[config.mk]
export PLATFORM = sky130hd
export DESIGN_NAME = program_sequencer_flat
export DESIGN_NICKNAME = d
export VERILOG_FILES = /design/src/rtl/seq_pkg.sv /design/src/rtl/program_sequencer_if.sv /design/src/rtl/seq_jump_lut.sv /design/src/rtl/program_sequencer.sv /design/src/flat_wrapper.sv
export SDC_FILE = /design/constraint.sdc
export NUM_CORES = 1
export LEC_CHECK = 0
export ABC_AREA = 1
export CAP_MARGIN = 30
export CELL_PAD_IN_SITES_DETAIL_PLACEMENT = 2
export CELL_PAD_IN_SITES_GLOBAL_PLACEMENT = 2
export CORE_MARGIN = 4
export CORE_UTILIZATION = 26
export DETAILED_ROUTE_END_ITERATION = 10
export GPL_TIMING_DRIVEN = 0
export HOLD_SLACK_MARGIN = 0.05
export PLACE_DENSITY_LB_ADDON = 0.1
export SKIP_LAST_GASP = 1
export SYNTH_ARGS = -nofsm -noshare
export SYNTH_HDL_FRONTEND = slang
export SYNTH_HIERARCHICAL = 1
export SYNTH_SLANG_ARGS = --single-unit
[constraint.sdc]
create_clock -name clk -period 1.6 [get_ports clk]
set_input_delay 0.16 -clock clk [delete_from_list [all_inputs] [get_ports clk]]
set_output_delay 0.16 -clock clk [all_outputs]
set_load 0.05 [all_outputs]
[src/rtl/seq_pkg.sv]
// Shared types and constants for the program sequencer.
// Holds the FSM state enum, default parameters and jump targets.
package seq_pkg;

  typedef enum logic [1:0] {
    IDLE,
    START,
    RUN,
    DONE
  } seq_state_t;

  localparam int D_DEF        = 10;
  localparam int NPROG_DEF    = 4;
  localparam int STRIDE_DEF   = 256;
  localparam int END_ADDR_DEF = 1023;
  localparam int LW_DEF       = 5;
  localparam int OW_DEF       = 6;
  localparam int CW_DEF       = 16;

  // Defined jump targets; higher LUT indices read as zero.
  localparam int JT_N = 8;
  localparam int unsigned JUMP_TABLE [JT_N] = '{
    32'd100, 32'd200, 32'd37, 32'd640,
    32'd5,   32'd900, 32'd1000, 32'd77
  };

endpackage

[src/rtl/program_sequencer_if.sv]
// Host/decoder/fetch bundle of the program sequencer.
// master drives requests and decode results; slave is the sequencer.
interface program_sequencer_if
  import seq_pkg::*;
#(
  parameter int D     = D_DEF,
  parameter int NPROG = NPROG_DEF,
  parameter int LW    = LW_DEF,
  parameter int OW    = OW_DEF,
  parameter int CW    = CW_DEF
);
  localparam int PSW = (NPROG > 1) ? $clog2(NPROG) : 1;

  logic           req;
  logic [PSW-1:0] prog_sel;
  logic           stall;
  logic           jump_en;
  logic           jump_rel;
  logic [LW-1:0]  jump_idx;
  logic [OW-1:0]  jump_off;
  logic           halt_instr;
  logic [D-1:0]   prog_ctr;
  logic           fetch_valid;
  logic           busy;
  logic           done;
  logic           wrap_err;
  logic [CW-1:0]  cycles;

  modport master (
    output req, prog_sel, stall,
    output jump_en, jump_rel,
    output jump_idx, jump_off, halt_instr,
    input  prog_ctr, fetch_valid, busy,
    input  done, wrap_err, cycles
  );

  modport slave (
    input  req, prog_sel, stall,
    input  jump_en, jump_rel,
    input  jump_idx, jump_off, halt_instr,
    output prog_ctr, fetch_valid, busy,
    output done, wrap_err, cycles
  );

endinterface

[src/rtl/seq_jump_lut.sv]
// Absolute jump target lookup.
// Combinational index to target from the package table.
module seq_jump_lut
  import seq_pkg::*;
#(
  parameter int D  = D_DEF,
  parameter int LW = LW_DEF
) (
  input  logic [LW-1:0] idx,
  output logic [D-1:0]  target
);

  always_comb begin
    target = '0;
    for (int i = 0; i < JT_N; i++) begin
      if (32'(idx) == i) target = D'(JUMP_TABLE[i]);
    end
  end

endmodule

[src/rtl/program_sequencer.sv]
// Fetch and run-control unit: host handshake, PC, jumps,
// halt/end/wrap detection and saturating run-cycle counter.
module program_sequencer
  import seq_pkg::*;
#(
  parameter int D        = D_DEF,
  parameter int NPROG    = NPROG_DEF,
  parameter int STRIDE   = STRIDE_DEF,
  parameter int END_ADDR = END_ADDR_DEF,
  parameter int LW       = LW_DEF,
  parameter int OW       = OW_DEF,
  parameter int CW       = CW_DEF
) (
  input  logic clk,
  input  logic reset,
  program_sequencer_if.slave bus
);

  localparam int PSW = (NPROG > 1) ? $clog2(NPROG) : 1;

  seq_state_t     state_q, state_d;
  logic [PSW-1:0] sel_q, sel_d;
  logic [D-1:0]   pc_q, pc_d;
  logic [CW-1:0]  cyc_q, cyc_d;
  logic           wrap_q, wrap_d;

  logic [D-1:0]   lut_tgt;
  logic [D-1:0]   off_ext;
  logic [D-1:0]   start_pc;
  logic           at_end;

  seq_jump_lut #(
    .D  (D),
    .LW (LW)
  ) u_lut (
    .idx    (bus.jump_idx),
    .target (lut_tgt)
  );

  assign off_ext  = D'($signed(bus.jump_off));
  assign start_pc = D'(32'(sel_q) * 32'(STRIDE));
  // END_ADDR may exceed the PC range; compare at 32 bits.
  assign at_end   = (32'(pc_q) == 32'(END_ADDR));

  always_comb begin
    state_d = state_q;
    sel_d   = sel_q;
    pc_d    = pc_q;
    cyc_d   = cyc_q;
    wrap_d  = wrap_q;
    unique case (state_q)
      IDLE: begin
        if (bus.req) begin
          sel_d   = bus.prog_sel;
          cyc_d   = '0;
          wrap_d  = 1'b0;
          state_d = START;
        end
      end
      START: begin
        pc_d    = start_pc;
        state_d = RUN;
      end
      RUN: begin
        if (~&cyc_q) cyc_d = cyc_q + CW'(1);
        if (bus.halt_instr) begin
          state_d = DONE;
        end else if (at_end && !bus.stall) begin
          state_d = DONE;
        end else if (bus.stall) begin
          pc_d = pc_q;
        end else if (bus.jump_en && bus.jump_rel) begin
          pc_d = pc_q + off_ext;
        end else if (bus.jump_en) begin
          pc_d = lut_tgt;
        end else if (&pc_q) begin
          wrap_d  = 1'b1;
          state_d = DONE;
        end else begin
          pc_d = pc_q + D'(1);
        end
      end
      DONE: begin
        if (!bus.req) state_d = IDLE;
      end
      default: state_d = IDLE;
    endcase
  end

  always_ff @(posedge clk or negedge reset) begin
    if (!reset) begin
      state_q <= IDLE;
      sel_q   <= '0;
      pc_q    <= '0;
      cyc_q   <= '0;
      wrap_q  <= 1'b0;
    end else begin
      state_q <= state_d;
      sel_q   <= sel_d;
      pc_q    <= pc_d;
      cyc_q   <= cyc_d;
      wrap_q  <= wrap_d;
    end
  end

  assign bus.prog_ctr    = pc_q;
  assign bus.fetch_valid = (state_q == RUN);
  assign bus.busy        = (state_q == START) ||
                           (state_q == RUN);
  assign bus.done        = (state_q == DONE);
  assign bus.wrap_err    = wrap_q;
  assign bus.cycles      = cyc_q;

endmodule
[src/flat_wrapper.sv]
// flat-port wrapper written by rule: the top's interface ports become plain ports
module program_sequencer_flat import seq_pkg::*;
#(
  parameter int D        = D_DEF,
  parameter int NPROG    = NPROG_DEF,
  parameter int STRIDE   = STRIDE_DEF,
  parameter int END_ADDR = END_ADDR_DEF,
  parameter int LW       = LW_DEF,
  parameter int OW       = OW_DEF,
  parameter int CW       = CW_DEF
)
  (clk, reset, bus_req, bus_prog_sel, bus_stall, bus_jump_en, bus_jump_rel, bus_jump_idx, bus_jump_off, bus_halt_instr, bus_prog_ctr, bus_fetch_valid, bus_busy, bus_done, bus_wrap_err, bus_cycles);
  program_sequencer_if #(.D(D), .NPROG(NPROG), .LW(LW), .OW(OW), .CW(CW)) bus_i ();
  input  logic clk;
  input  logic reset;
  input wire logic [$bits(bus_i.req)-1:0] bus_req;
  input wire logic [$bits(bus_i.prog_sel)-1:0] bus_prog_sel;
  input wire logic [$bits(bus_i.stall)-1:0] bus_stall;
  input wire logic [$bits(bus_i.jump_en)-1:0] bus_jump_en;
  input wire logic [$bits(bus_i.jump_rel)-1:0] bus_jump_rel;
  input wire logic [$bits(bus_i.jump_idx)-1:0] bus_jump_idx;
  input wire logic [$bits(bus_i.jump_off)-1:0] bus_jump_off;
  input wire logic [$bits(bus_i.halt_instr)-1:0] bus_halt_instr;
  output wire logic [$bits(bus_i.prog_ctr)-1:0] bus_prog_ctr;
  output wire logic [$bits(bus_i.fetch_valid)-1:0] bus_fetch_valid;
  output wire logic [$bits(bus_i.busy)-1:0] bus_busy;
  output wire logic [$bits(bus_i.done)-1:0] bus_done;
  output wire logic [$bits(bus_i.wrap_err)-1:0] bus_wrap_err;
  output wire logic [$bits(bus_i.cycles)-1:0] bus_cycles;
  assign bus_i.req = bus_req;
  assign bus_i.prog_sel = bus_prog_sel;
  assign bus_i.stall = bus_stall;
  assign bus_i.jump_en = bus_jump_en;
  assign bus_i.jump_rel = bus_jump_rel;
  assign bus_i.jump_idx = bus_jump_idx;
  assign bus_i.jump_off = bus_jump_off;
  assign bus_i.halt_instr = bus_halt_instr;
  assign bus_prog_ctr = bus_i.prog_ctr;
  assign bus_fetch_valid = bus_i.fetch_valid;
  assign bus_busy = bus_i.busy;
  assign bus_done = bus_i.done;
  assign bus_wrap_err = bus_i.wrap_err;
  assign bus_cycles = bus_i.cycles;
  program_sequencer #(.D(D), .NPROG(NPROG), .STRIDE(STRIDE), .END_ADDR(END_ADDR), .LW(LW), .OW(OW), .CW(CW)) u_core (.clk(clk), .reset(reset), .bus(bus_i));
endmodule
* Word level (Yosys, flattened, before mapping)
Cells that the tools add are included.
** Operators by class
- Mux-type cells :: 35
- Add/sub/neg operators :: 3
- Equality and inequality tests :: 25
- Reduce and logical (&&, ||, !) cells :: 15
** Operators with widths (count)
- 10-bit two-way mux :: 13
- 16-bit two-way mux :: 2
- 16-bit one-hot mux with 2 select lines :: 1
- 5-bit by 3-bit == test with 1-bit output (second input constant) :: 4
- 10-bit one-hot mux with 2 select lines :: 1
- 16-bit by 1-bit adder with 16-bit output (second input constant) :: 1
- 2-bit two-way mux :: 8
- 2-bit != test (second input constant) :: 8
- 4-bit by 3-bit != test with 1-bit output (second input constant) :: 4
- 16-bit AND reduction :: 1
- 10-bit by 1-bit adder with 10-bit output (second input constant) :: 1
- 10-bit adder :: 1
- 10-bit == test (second input constant) :: 1
- 5-bit by 2-bit == test with 1-bit output (second input constant) :: 2
- 10-bit AND reduction :: 1
- 2-bit one-hot mux with 4 select lines :: 1
- 8-bit AND reduction :: 1
- 1-bit two-way mux :: 7
- 7-bit two-way mux :: 1
- 6-bit AND reduction :: 1
- 5-bit by 1-bit == test with 1-bit output (second input constant) :: 1
- 5-bit logical NOT :: 1
- 5-bit AND reduction :: 1
- 2-bit == test (second input constant) :: 2
- 11 further kinds :: 13
** Storage, ports and cells
- Logic and storage cells :: 83
- Register bits :: 31
- Input port bits :: 20
- Output and inout bits :: 30

* Depth between registers and ports, before layout
Gate-level depths: netlist of the first run.
- Depth in word-level cells :: 15
- Depth in mapped cells :: 12
- Gate-level depth less buffers :: 12

* Hierarchy
Netlist of the first run, hierarchy kept.
** Modules (own cells, without submodules)
- program_sequencer :: area an instance 2622.5 um^2, times used 1, cells each 376, seq. area each 775.7 um^2
- seq_jump_lut :: area an instance 155.1 um^2, times used 1, cells each 33, seq. area each 0.0 um^2

* Least setup slack after synthesis of the first run
No wires, ideal clock.
- Path kind :: register -> register
- From :: reg u_core.pc_q[0] (netlist: u_core/bus.prog_ctr[0])
- To :: reg u_core.pc_q[8] (netlist: u_core/bus.prog_ctr[8])
- Stages on the path, launching flop included :: 12
- Path buffers :: 0
- Slack :: -0.570 ns
- Arrival :: 2.052 ns
- Data required time :: 1.482 ns
- Library setup time :: 0.118 ns
- Clock period less this slack :: 2.170 ns
- Path through :: dfrtp_1 -> ha_1 -> inv_1 -> fa_1 -> o21ai_0 -> nand2_1 -> nand2_1 -> nand2_1 -> nand3_1 -> nand2_1 -> nand2_1 -> nand2_1
** Between the ends
- Longest elaborated chain between the ends :: 8
- Elaborated cells on any way between the ends :: 15
- Classes of those cells :: add/sub (2); eq/ne (3); mux (7); reduce/logical (3)
** RTL lines
- start: declaration :: RTL line program_sequencer.sv:23 : logic [D-1:0] pc_q, pc_d;
- start signal: assignment :: RTL line program_sequencer.sv:100 : pc_q <= pc_d;
- 10-bit by 1-bit adder with 10-bit output :: RTL line program_sequencer.sv:80 : pc_d = pc_q + D'(1);
- 10-bit two-way mux :: RTL line program_sequencer.sv:76 : end else if (&pc_q) begin
- 10-bit two-way mux :: RTL line program_sequencer.sv:74 : end else if (bus.jump_en) begin
- 10-bit two-way mux :: RTL line program_sequencer.sv:72 : end else if (bus.jump_en && bus.jump_rel) begin
- 10-bit two-way mux :: RTL line program_sequencer.sv:70 : end else if (bus.stall) begin
- 10-bit two-way mux :: RTL line program_sequencer.sv:68 : end else if (at_end && !bus.stall) begin
- 10-bit two-way mux :: RTL line program_sequencer.sv:66 : if (bus.halt_instr) begin
- 10-bit one-hot mux with 2 select lines :: RTL line program_sequencer.sv:51 : unique case (state_q)
Several ways; a longest one is shown, not always the timed one. The select of a mux whose other input is x is not followed.
A chain may end at the register's enable or synchronous reset.

* Worst setup path after layout of the first run
- From :: reg u_core.pc_q[0] (netlist: u_core/bus.prog_ctr[0])
- To :: reg u_core.pc_q[5] (netlist: u_core/bus.prog_ctr[5])
Same word-level chain as after synthesis.

==> results of run 1 <==
[report_power, final]
| group | switching (W) | total (W) | internal (W) |
|---|---|---|---|
| sequential | 0.000258 | 0.00124 | 0.000981 |
| clock | 0.000319 | 0.000712 | 0.000393 |
| combinational | 0.00303 | 0.00505 | 0.00202 |
[repair_timing]
| action | in CTS | in global routing |
|---|---|---|
| pin swaps | 16 | 5 |
| endpoints found under the setup margin | 58 | 32 |
| gates resized for setup | 75 | 34 |
| gates cloned | 2 | 0 |
| setup buffers | 25 | 10 |
| hold buffers | 1 | 0 |
| hold endpoints to repair | 31 | 0 |
[cell usage in the layout (no fill, tap or decap), types with 5 or more instances in the layout]
master and count:
buf_4 31, clkdlybuf4s50_1 17, inv_2 5, nand4_4 7, clkbuf_8 7, a21oi_1 6, nor2_1 32, ha_4 10
o21ai_1 8, nand3_2 6, dfrtp_2 22, nand2_1 98, nand3_1 38, o21ai_2 13, o21ai_0 12, dfrtp_1 8
nand4_1 12, inv_1 51, nand2_2 11, nor2_4 5, dlygate4sd2_1 26
[stage by stage]
stage,area (µm²),std cells,utilization [%]
2_1_floorplan,3005,410,-
3_3_place_gp,3666,595,35.35
4_1_cts,4149,631,40.01
6_report,4322,641,41.67
3_5_place_dp,3661,595,35.30
5_1_grt,4322,641,41.67
[kinds of logic (layout without fill, tap and decap cells)]
| group | after synthesis | count (layout) |
|---|---|---|
| AND/OR/NAND/NOR | 232 | 232 |
| buffers and inverters | 66 | 161 |
| AO/OA/AOI/OAI | 58 | 58 |
| flip-flops | 31 | 31 |
| adder cells (fa/ha/maj) | 15 | 15 |
| XOR/XNOR | 4 | 4 |
| multiplexers | 2 | 2 |
| other | 1 | 2 |
[final timing paths]
check,from,endpoint,cells after the start
max,u_core/bus.prog_ctr[0]$_DFFE_PN0P_,u_core/bus.prog_ctr[5]$_DFFE_PN0P_,10
min,reset,u_core/bus.cycles[6]$_DFFE_PN0P_,2
max reg2reg,u_core/bus.prog_ctr[0]$_DFFE_PN0P_,u_core/bus.prog_ctr[5]$_DFFE_PN0P_,10
min reg2reg,u_core/bus.wrap_err$_DFFE_PN0P_,u_core/bus.wrap_err$_DFFE_PN0P_,2
max in group asynchronous,reset,u_core/bus.prog_ctr[0]$_DFFE_PN0P_,2
min in group clk,bus_prog_sel[1],u_core/sel_q[1]$_DFFE_PN0P_,2
[per-layer routing]
layer	vias up	track usage, %
li1	1534	-
met1	1553	24.68
met2	43	32.41
met3	11	2.065
met4	0	3.812
met5	-	0
[layout make-up]
cell class | instances | area, µm²
Inverter | 58 | 227.7
Multi-Input combinational cell | 313 | 2135
Sequential cell | 31 | 807.0
Fill cell | 1215 | 6048
Timing Repair Buffer | 86 | 794.5
Clock buffer | 8 | 100.1
Tap cell | 136 | 170.2
Timing Repair inverter | 1 | 6.256
Buffer | 8 | 81.33
[registers in the layout (all words and copies together), names as in the netlist]
name and flops:
u_core/bus.cycles 16, u_core/bus.prog_ctr 10, u_core/bus.wrap_err 1, u_core/sel_q 2
u_core/state_q 2
==> out/results.ini, run 1 <==
[synthesis]
synth_common_cells = nand2_1, inv_1, nand3_1
synth_edf_count = 0
synth_area_um2 = 2778
synth.avg_cell_area_um2 = 6.791
synthCells = 409
seq_area_frac_synth_pct = 27.93
synthArstFlopShare_pct = 100.0
synth_top_area_cell = dfrtp_1
synth-compound-area-share_pct = 13.38
synth_area_leaders = dfrtp_1, nand2_1, nand3_1
synth-simple-area-share_pct = 39.55
ys_types = 42
synthAdderAreaFrac_pct = 7.027
muxShareOfSynthArea_pct = 0.8108
ys_ff_latch = 31
synth_ff_type = dfrtp_1
synth_top_family_by_area = simple AND/OR/NAND/NOR gates
synth.most_common_cell = nand2_1
synth_top_area_share_pct = 27.93
synthXorXnorAreaFrac_pct = 1.261
yosysWarnings = 6

[routing]
num_vias = 3141
met3_length_um = 203
wl_met1_um = 5411
routedWlPerCell_um = 17.77
drt_pre_antenna_iters = 4
wirelength_um = 11390
top_layer = met4
drcViolationCount = 0
met2WireLength_um = 5614
vias_per_cell = 4.900
antenna_left = 0
drtIter0Drc = 75

[final_layout]
drive_gt1_share_pct = 33.66
final_net_count = 539
areaGrowthSynthToFinish_pct = 55.59
antennaDiodeCount = 0

[placement]
dp_hpwl_um = 8168
globalplace.congestion = 0.7969
pre_cts_ws_ps = -577.1
portBuffers = 49

[critical_path]
startpoint_type = flip-flop
crit_chain = buf_12 -> buf_4 -> buf_4 -> nand3_4 -> nor2_4 -> or2_2 -> nand3_1 -> a21oi_1 -> nand3_1 -> nand2_2
path_max_fanout = 6
crit_family = simple AND/OR/NAND/NOR gates
max_stage_delay_ps = 500
cp.arrival_ps = 1960
required_ps = 1770
critPathKind = reg2reg
cp-end-kind = flip-flop
worst_path_max_delay_cell = dfrtp_4
crit_buf_inv = 3
rrSetupSlack_ps = -180

[cts]
numCtsBuffers = 5
clkTransAtPathRegs_ps = 80
cts-htree-levels = 2
cts_tree = yes
cts_root_buf = clkbuf_8
clkLatencyLatePin_ps = 290
clock-sinks = 31
cts_buffer_depth = 2

[flow_run]
timing.max_cap.violations = 0

[timing]
drv_slew = 0
hold_viol_final = 0
rsz0062_at_grt = yes
fmax_mhz = 561.1
fin_worst_skew_ps = 10.72
setup_tns_ps = -1507
worstMarginPinSlew_ps = 757.2
fin_hold_ws_ps = 469.9
fin_ws_ps = -182.3
slew_headroom_pct = 49.52
finalSetupViolCount = 26
period_minus_slack_ps = 1782
finalCritPeriodShare_pct = 111.4

[status]
failed_checks = setup timing
status = finished, violations left

[die]
row_count = 37
start_util_pct = 26.79
dieArea_um2 = 12400
core-area_um2 = 10370
die_h_um = 111.4
io_pins = 50
die_w_um = 111.4

[hold_path]
holdCritPathClass = in2async

[grt]
track_usage_pct = 18.50
gr-total-overflow = 0
grt_max_degree = 32
antenna_found_initial = 0
grt_pass1_vias = 3601
grt_pass1_wl_um = 18650

[power_and_ir_drop]
powerDensity_nw_per_um2 = 1620
p_total_w = 0.007003
p_leak_nw = 1.992
ir_drop_v = 0.001113

(Power assumes the default switching activity.)
==> run 2: changes to the inputs <==
Settings changed: SKIP_CTS_REPAIR_TIMING set to 1.
==> run 2 against run 1 <==
Power up 1.9%. Highest routed layer unchanged. Combinational power up 3%. Count of clock-buffer cells in the layout stayed put. Critical path type unchanged. Critical path depth rose by 1. Fmax decreased by 1.8%. The run still ends with setup timing left. Clock skew decreased by 1.8 ps. Die area stayed put.
==> out/results.ini, run 2 (synthesized netlist as in run 1, its figures left out) <==
[die]
row_count = 37  ; unchanged
core-area_um2 = 10370  ; unchanged
die_w_um = 111.4  ; unchanged
die_h_um = 111.4  ; unchanged
dieArea_um2 = 12400  ; unchanged
start_util_pct = 26.79  ; unchanged
io_pins = 50  ; unchanged

[grt]
track_usage_pct = 16.77  ; was 18.50%
gr-total-overflow = 0  ; unchanged
grt_pass1_wl_um = 17040  ; was 18650 µm
antenna_found_initial = 0  ; unchanged
grt_max_degree = 32  ; unchanged
grt_pass1_vias = 3359  ; was 3601

[critical_path]
worst_path_max_delay_cell = dfrtp_4  ; unchanged
max_stage_delay_ps = 440  ; was 500 ps
cp.arrival_ps = 1990  ; was 1960 ps
critPathKind = reg2reg  ; unchanged
path_max_fanout = 3  ; was 6
cp_common_cell = nand2_1
cp-end-kind = flip-flop  ; unchanged
required_ps = 1770  ; about the same
rrSetupSlack_ps = -210  ; was -180 ps
crit_chain = ha_4 -> inv_2 -> fa_2 -> o21ai_4 -> nand2_2 -> nand2_1 -> nand2_1 -> nand3_2 -> nand2_1 -> nand2_1 -> nand2_1  ; was buf_12 -> buf_4 -> buf_4 -> nand3_4 -> nor2_4 -> or2_2 -> nand3_1 -> a21oi_1 -> nand3_1 -> nand2_2
startpoint_type = flip-flop  ; unchanged

[cts]
cts_tree = yes  ; unchanged
cts_root_buf = clkbuf_8  ; unchanged
clock-sinks = 31  ; unchanged
clkTransAtPathRegs_ps = 70  ; was 80 ps
numCtsBuffers = 5  ; unchanged
clkLatencyLatePin_ps = 290  ; about the same
cts-htree-levels = 2  ; unchanged
cts_buffer_depth = 2  ; unchanged

[timing]
rsz0062_at_grt = yes  ; unchanged
finalSetupViolCount = 25  ; was 26
fmax_mhz = 551.2  ; was 561.1 MHz
hold_viol_final = 0  ; unchanged
drv_slew = 0  ; unchanged
worstMarginPinSlew_ps = 758.5  ; was 757.2 ps
slew_headroom_pct = 49.44  ; was 49.52%
finalCritPeriodShare_pct = 113.4  ; was 111.4%
fin_ws_ps = -214.2  ; was -182.3 ps
fin_worst_skew_ps = 8.947  ; was 10.72 ps
period_minus_slack_ps = 1814  ; was 1782 ps

[placement]
globalplace.congestion = 0.7969  ; unchanged
portBuffers = 49  ; unchanged
placed_cells = 595  ; unchanged
dp_hpwl_um = 8168  ; unchanged
pre_cts_ws_ps = -577.1  ; unchanged

[power_and_ir_drop]
powerDensity_nw_per_um2 = 1601  ; was 1620 nW/µm²
p_leak_nw = 2.398  ; was 1.992 nW
ir_drop_v = 0.0009948  ; was 0.001113 V
p_total_w = 0.007133  ; was 0.007003 W

[routing]
drt_pre_antenna_iters = 4  ; unchanged
num_vias = 3138  ; was 3141
vias_per_cell = 4.911  ; was 4.900
drcViolationCount = 0  ; unchanged
wirelength_um = 11580  ; was 11390 µm
antenna_left = 0  ; unchanged
routedWlPerCell_um = 18.13  ; was 17.77 µm
drtIter0Drc = 90  ; was 75

[status]
failed_checks = setup timing  ; unchanged
status = finished, violations left  ; unchanged

[final_layout]
areaGrowthSynthToFinish_pct = 60.41  ; was 55.59%
layout_common_cells = nand2_1, inv_1, nand3_1  ; unchanged
post-route-util_pct = 42.97  ; was 41.67%
final_common_cell = nand2_1  ; unchanged
antennaDiodeCount = 0  ; unchanged
largest_reg_flops = 16  ; unchanged
drive_gt1_share_pct = 33.20  ; was 33.66%
layout.cells.non_filler = 639  ; was 641
final_net_count = 537  ; was 539

[flow_run]
timing.max_cap.violations = 0  ; unchanged

[hold_path]
holdCritPathClass = in2async  ; unchanged

run 2: changes by cell type in the layout (fill, tap and decap cells not counted), sizes merged:
cell and delta:
inv -1, dlygate4sd2 -26, clkdlybuf4s15 -2, buf -4
clkinvlp +1, clkbuf -1, dlymetal6s2s +30, nand2 +1
run 2: through the flow:
| step | setup TNS (ps) | area, µm² | hold WS (ps) |
|---|---|---|---|
| 2_1_floorplan | -1882 | 3005 | -135.6 |
| 3_3_place_gp | -22150 | 3666 | 486.7 |
| 3_5_place_dp | -6904 | 3661 | 293.6 |
| 4_1_cts | -9769 | 3761 | -31.58 |
| 5_1_grt | -6227 | 4456 | 508.4 |
| 6_report | -3921 | 4456 | 468.5 |
run 2: per-layer routing:
| layer | wire length [µm] | up-vias | GRT usage (%) |
|---|---|---|---|
| met5 | 0 | - | 0 |
| met4 | 60 | 0 | 2.920 |
| met3 | 201 | 5 | 1.957 |
| met2 | 6041 | 40 | 29.71 |
| met1 | 5278 | 1561 | 22.27 |
| li1 | - | 1532 | - |
run 2: path summary, 6_finish.rpt:
kind	startpoint	end	depth (start not counted)
max	u_core/bus.prog_ctr[0]$_DFFE_PN0P_	u_core/bus.prog_ctr[8]$_DFFE_PN0P_	11
min	reset	u_core/bus.cycles[0]$_DFFE_PN0P_	2
max reg2reg	u_core/bus.prog_ctr[0]$_DFFE_PN0P_	u_core/bus.prog_ctr[8]$_DFFE_PN0P_	11
min reg2reg	u_core/bus.wrap_err$_DFFE_PN0P_	u_core/bus.wrap_err$_DFFE_PN0P_	2
max in group asynchronous	reset	u_core/bus.prog_ctr[0]$_DFFE_PN0P_	2
min in group clk	u_core/bus.wrap_err$_DFFE_PN0P_	u_core/bus.wrap_err$_DFFE_PN0P_	2
run 2: worst max-delay path, delay by kind of cell, from the launching register on:
family	cells	cell delay [ps]
adders and majority gates	2	550
and+or+nand+nor	7	450
DFF	1	440
AOI/OAI and AO/OA	1	220
buffers and inverters	1	50
run 2: final cells by class:
cell class / instances / area (µm²)
Inverter: 58 / 231.5
Timing Repair Buffer: 83 / 912.1
Buffer: 8 / 81.33
Fill cell: 1198 / 5914
Multi-Input combinational cell: 314 / 2147
Sequential cell: 31 / 807.0
Timing Repair inverter: 1 / 6.256
Clock buffer: 8 / 100.1
Tap cell: 136 / 170.2
run 2: power breakdown:
group          switching, W  internal, W
Sequential         0.000267     0.000981
Combinational       0.00306      0.00212
Clock              0.000316     0.000393
==> run 3: changes to the inputs <==
Settings changed: HOLD_SLACK_MARGIN 0.05 to 0.03.
==> results of run 3 <==
Final layout, timing and power as in run 2 (identical DEF).
